===== config.mk =====
export PLATFORM = sky130hd
export DESIGN_NAME = cpu_clock_ctrl
export DESIGN_NICKNAME = d
export VERILOG_FILES = /design/src/rtl/cpu_clock_ctrl_pkg.sv /design/src/rtl/cpu_clock_ctrl_debounce.sv /design/src/rtl/cpu_clock_ctrl.sv
export SDC_FILE = /design/constraint.sdc
export NUM_CORES = 1
export LEC_CHECK = 0
export ABC_AREA = 1
export CAP_MARGIN = 10
export CORE_MARGIN = 10
export CORE_UTILIZATION = 55
export CTS_BUF_LIST = sky130_fd_sc_hd__clkbuf_4 sky130_fd_sc_hd__clkbuf_8
export DETAILED_ROUTE_END_ITERATION = 7
export GPL_TIMING_DRIVEN = 0
export HOLD_SLACK_MARGIN = 0.05
export MAX_ROUTING_LAYER = met4
export PLACE_DENSITY_LB_ADDON = 0.15
export SLEW_MARGIN = 20
export SYNTH_ARGS = -nofsm -noshare
export SYNTH_HDL_FRONTEND = slang
export SYNTH_SLANG_ARGS = --single-unit

===== constraint.sdc =====
create_clock -name clk -period 7.1 [get_ports clk]
set_clock_uncertainty 0.1 [all_clocks]
set_input_delay 1.42 -clock clk [delete_from_list [all_inputs] [get_ports clk]]
set_output_delay 1.42 -clock clk [all_outputs]
set_load 0.01 [all_outputs]

===== src/rtl/cpu_clock_ctrl_pkg.sv =====
// Shared types for the CPU clock controller: FSM state encoding and mode values.
package cpu_ctrl_pkg;

    typedef enum logic [2:0] {
        ST_RUN           = 3'd0,
        ST_STEP_IDLE     = 3'd1,
        ST_STEP_FIRE     = 3'd2,
        ST_STEP_WAIT_REL = 3'd3,
        ST_HALT          = 3'd4
    } cpu_state_e;

    localparam logic MODE_RUN  = 1'b0;
    localparam logic MODE_STEP = 1'b1;

    // States from which a mode change or a live cycle-limit halt may be taken.
    function automatic logic is_mode_state(input cpu_state_e s);
        return (s == ST_RUN) || (s == ST_STEP_IDLE);
    endfunction

endpackage


===== src/rtl/cpu_clock_ctrl_debounce.sv =====
// Level debouncer: a new level is accepted after DEBOUNCE_CYCLES consecutive
// samples that differ from the current accepted level; rise strobes on 0->1.
module debounce
    import cpu_ctrl_pkg::*;
#(
    parameter int DEBOUNCE_CYCLES = 16
) (
    input  logic clk,
    input  logic rst,
    input  logic din,
    output logic dout,
    output logic rise
);
    localparam int CW = (DEBOUNCE_CYCLES > 1) ? $clog2(DEBOUNCE_CYCLES) : 1;

    logic [CW-1:0] cnt_q, cnt_d;
    logic          level_q, level_d;
    logic          rise_q, rise_d;

    always_comb begin
        cnt_d   = cnt_q;
        level_d = level_q;
        rise_d  = 1'b0;
        if (din == level_q) begin
            cnt_d = '0;
        end else if (cnt_q == CW'(DEBOUNCE_CYCLES - 1)) begin
            level_d = din;
            cnt_d   = '0;
            rise_d  = din;
        end else begin
            cnt_d = cnt_q + 1'b1;
        end
    end

    always_ff @(posedge clk) begin
        if (rst) begin
            cnt_q   <= '0;
            level_q <= 1'b0;
            rise_q  <= 1'b0;
        end else begin
            cnt_q   <= cnt_d;
            level_q <= level_d;
            rise_q  <= rise_d;
        end
    end

    assign dout = level_q;
    assign rise = rise_q;
endmodule


===== src/rtl/cpu_clock_ctrl.sv =====
// Processor clock-enable controller: free-run / single-step modes with a
// debounced step button, saturating cycle counter and cycle-limit halt.
module cpu_clock_ctrl
    import cpu_ctrl_pkg::*;
#(
    parameter int DEBOUNCE_CYCLES = 16,
    parameter int CNT_W           = 32
) (
    input  logic             clk,
    input  logic             rst,
    input  logic             clk_step,
    input  logic             clk_select,
    input  logic [CNT_W-1:0] cycle_limit,
    output logic             cpu_en,
    output logic             step_pulse,
    output logic [CNT_W-1:0] cycle_count,
    output logic             halted,
    output cpu_state_e       state_dbg_o
);
    logic step_meta_q, step_sync_q;
    logic sel_meta_q, sel_sync_q;
    logic db_level, db_rise;

    cpu_state_e       state_q, state_d;
    logic             cpu_en_q, cpu_en_d;
    logic             step_pulse_q, step_pulse_d;
    logic             halted_q, halted_d;
    logic [CNT_W-1:0] count_q, count_d;
    logic             count_inc;
    logic             limit_hit;

    always_ff @(posedge clk) begin
        if (rst) begin
            step_meta_q <= 1'b0;
            step_sync_q <= 1'b0;
            sel_meta_q  <= 1'b0;
            sel_sync_q  <= 1'b0;
        end else begin
            step_meta_q <= clk_step;
            step_sync_q <= step_meta_q;
            sel_meta_q  <= clk_select;
            sel_sync_q  <= sel_meta_q;
        end
    end

    debounce #(
        .DEBOUNCE_CYCLES(DEBOUNCE_CYCLES)
    ) u_debounce (
        .clk  (clk),
        .rst  (rst),
        .din  (step_sync_q),
        .dout (db_level),
        .rise (db_rise)
    );

    // cpu_en_q mirrors the current state, so it marks the cycle being counted now.
    always_comb begin
        count_inc = cpu_en_q && (count_q != '1);
        count_d   = count_q + CNT_W'(count_inc);
        limit_hit = (cycle_limit != '0) && (count_d >= cycle_limit)
                    && (cpu_en_q || is_mode_state(state_q));
    end

    always_comb begin
        state_d = state_q;
        case (state_q)
            ST_RUN: begin
                if (limit_hit)                    state_d = ST_HALT;
                else if (sel_sync_q == MODE_STEP) state_d = ST_STEP_IDLE;
            end
            ST_STEP_IDLE: begin
                if (limit_hit)                    state_d = ST_HALT;
                else if (sel_sync_q == MODE_RUN)  state_d = ST_RUN;
                else if (db_rise)                 state_d = ST_STEP_FIRE;
            end
            ST_STEP_FIRE: begin
                if (limit_hit) state_d = ST_HALT;
                else           state_d = ST_STEP_WAIT_REL;
            end
            ST_STEP_WAIT_REL: begin
                if (!db_level) state_d = ST_STEP_IDLE;
            end
            ST_HALT: begin
                state_d = ST_HALT;
            end
            default: begin
                state_d = ST_RUN;
            end
        endcase
    end

    always_comb begin
        cpu_en_d     = (state_d == ST_RUN) || (state_d == ST_STEP_FIRE);
        step_pulse_d = (state_d == ST_STEP_FIRE);
        halted_d     = (state_d == ST_HALT);
    end

    always_ff @(posedge clk) begin
        if (rst) begin
            state_q      <= ST_RUN;
            cpu_en_q     <= 1'b0;
            step_pulse_q <= 1'b0;
            halted_q     <= 1'b0;
            count_q      <= '0;
        end else begin
            state_q      <= state_d;
            cpu_en_q     <= cpu_en_d;
            step_pulse_q <= step_pulse_d;
            halted_q     <= halted_d;
            count_q      <= count_d;
        end
    end

    assign cpu_en      = cpu_en_q;
    assign step_pulse  = step_pulse_q;
    assign halted      = halted_q;
    assign cycle_count = count_q;
    assign state_dbg_o = state_q;
endmodule


==> results.toml <==
[global_routing]
antenna_found_initial = 0
grt_pass1_wl_um = 14300
grt-ovfl-total = 0
grt_pass1_vias = 3209
grt_util_all_layers = 0.183
grt_max_degree = 17

[setup_path]
rr_endpoint = "cpu_en"
worstSetupStartpoint = "cycle_count[24]"
setup.worst_path.end_class = "flip-flop"
crit_fanout = 6
worst_r2r_path_depth = 28
worstPathRequired_ps = 7210
r2r_start = "cycle_count[24]"
endpoint = "cpu_en"
path_common_cell = "nand2_1"
crit_arrival_ps = 4360
cpPeakStageDelay_ps = 440
slowest_stage = "dfxtp_1"
rrSetupSlack_ps = 2850
cp-start-kind = "flip-flop"
path_class = "reg -> reg"

[run]
maxCapViolCount = 0

[clock_network]
cts_tree = "built"
clkTransAtPathRegs_ps = 100
postCtsSetupBuffers = 0
cts.sinks = 48
clkLatencyLatePin_ps = 310
cts_resized = 0
cts-root-buf = "clkbuf_8"
ctsHtreeMaxLevel = 2
cts_buffers = 5
hold_buffers = 0
clock_path_buffers = 2

[cells_and_area]
layout-drive-gt1-share = 0.0686
fin_cells = 626
antenna_cells = 0
nNetsFinal = 624
layout_commonest_cell = "inv_1"
final_cell_mix = "inv_1 (97), nand2_1 (87), nor2_1 (77)"
syn_to_final_growth_pct = 28.7
largest_reg_flops = 32

[timing]
final-setup-viol-count = 0
hold_viol = 0
timing.fmax_mhz = 235
setup_tns_ps = 0
maxSlewHeadroom = 0.592
period_needed_ps = 4250
timing.final.crit_share = 0.599
slew_viol_final = 0
whs_ps = 309
rsz0062_at_grt = "false"
tightest_slew_ps = 612

[routing]
drt-initial-drc-count = 133
drtPass1Iterations = 4
drtAntennaViolNets = 0
via_per_inst = 5.00
drc = 0
routed_wirelength_um = 8400
wire_per_inst_um = 13.4
vias = 3128

[synthesis]
synth_nets = 545
synth_cells = 474
ys_types = 31
ys_warn_count = 0
ys_ff_latch = 48
ys_seq_area_frac = 0.297
yosys-top-cells-area = "dfxtp_1 (30%), ha_1 (14%), inv_1 (11%), nand2_1 (10%), nor2_1 (8.9%)"
yosysTopAreaCellShare = 0.297
yosysTopAreaCell = "dfxtp_1"
syn_area_um2 = 3230
postSynthAreaPerCell_um2 = 6.82

[floorplan]
initial_core_util = 0.576
die_x_um = 96.7
rows = 27
coreArea_um2 = 5610
dieArea_um2 = 9340
io_pins = 74
die_h_um = 96.7

[power_and_ir_drop]
sequentialPowerShare = 0.507
p_per_area_nw_per_um2 = 130
p_comb_frac = 0.110
clkPwrFrac = 0.383
p_leak_nw = 2.04
power_switching_uw = 133
swShare = 0.245
peakVddDrop_mv = 0.114
p_int_uw = 410

[status]
run_status = "completed"

[placed_design]
port_buffers = 72
dp_hpwl_um = 7100
globalplace.congestion = 0.915
place_inst = 618

[worst_hold_path]
hp-class = "reg -> reg"
power by group through the flow:
stage	logic [mW]	clock network, mW	registers [mW]
2_1_floorplan	0.0268	0	0.281
3_3_place_gp	0.0572	0	0.281
3_5_place_dp	0.0599	0	0.281
4_1_cts	0.0604	0.210	0.275
5_1_grt	0.0676	0.221	0.275
6_report	0.0598	0.208	0.275
per-layer routing:
layer | track usage | up-vias | routed length (um) | share of wire
li1 | - | 1624 | - | -
met1 | 0.209 | 1414 | 3780 | 0.45
met2 | 0.321 | 79 | 4140 | 0.49
met3 | 0.0319 | 11 | 354 | 0.042
met5 | - | - | 0 | 0
met4 | 0.0451 | 0 | 125 | 0.015
logic make-up after synthesis:
| logic type | count (synthesis) | share of synthesized area |
|---|---|---|
| DFF | 48 | 0.297 |
| xor gates and xnor gates | 22 | 0.0619 |
| and+or+nand+nor | 233 | 0.329 |
| adders and majority gates | 35 | 0.136 |
| AOI/OAI and AO/OA | 30 | 0.0527 |
| buffers and inverters | 106 | 0.123 |
metrics by stage:
stage	area (um^2)	worst slack [ps]	power [mW]	utilization
5_1_grt	4160	2470	0.564	0.742
3_3_place_gp	4040	3030	0.338	0.721
6_report	4160	2850	0.543	0.742
3_5_place_dp	4040	2920	0.341	0.721
2_1_floorplan	3230	3570	0.308	-
4_1_cts	4160	2870	0.545	0.742
Yosys cell counts:
cell,n
inv_1,97
a21oi_1,20
or2_2,4
a211oi_1,1
nand3_2,2
nand2_2,4
dfxtp_1,48
inv_2,4
nor3_1,10
nor4b_1,1
o21ai_0,3
or2_1,1
a21o_1,2
nor3_2,1
nand2_1,87
nand3b_1,1
nand4_1,14
xor2_1,16
xnor2_2,1
nand3_1,13
nor4_1,4
ha_1,35
xnor2_1,5
nor2_1,77
nor2_2,8
nor2_4,5
o2111ai_1,1
o21a_1,2
nor4_2,1
clkbuf_1,5
o31a_1,1
layout make-up:
cell class | instances | area, um^2
plain buffers | 5 | 18.8
repair buffers | 72 | 721
fillers | 476 | 1450
well taps | 72 | 90.1
inverters | 101 | 379
multi-input cells | 320 | 1870
clock buffers | 5 | 68.8
clock inverters | 3 | 47.5
flip-flops and latches | 48 | 961
critical path, delay by kind of cell (launching register included):
kind / cells / cell delay [ps]
AOI/OAI and AO/OA: 2 / 410
xor gates and xnor gates: 1 / 170
adders and majority gates: 3 / 730
buffers and inverters: 1 / 70
DFF: 1 / 440
and+or+nand+nor: 21 / 2260
how the worst min path moves through the flow:
stage / start / end / slack [ps] / cells past startpoint
final: step_meta_q / step_sync_q / 310 / 2
after global routing: sel_meta_q / sel_sync_q / 330 / 2
after CTS: step_meta_q / step_sync_q / 310 / 2
after detailed placement: step_meta_q / step_sync_q / 300 / 2
after global placement: step_meta_q / step_sync_q / 290 / 2
after floorplan: sel_meta_q / sel_sync_q / 290 / 2
Note: power is estimated with default switching activity, not from simulation.
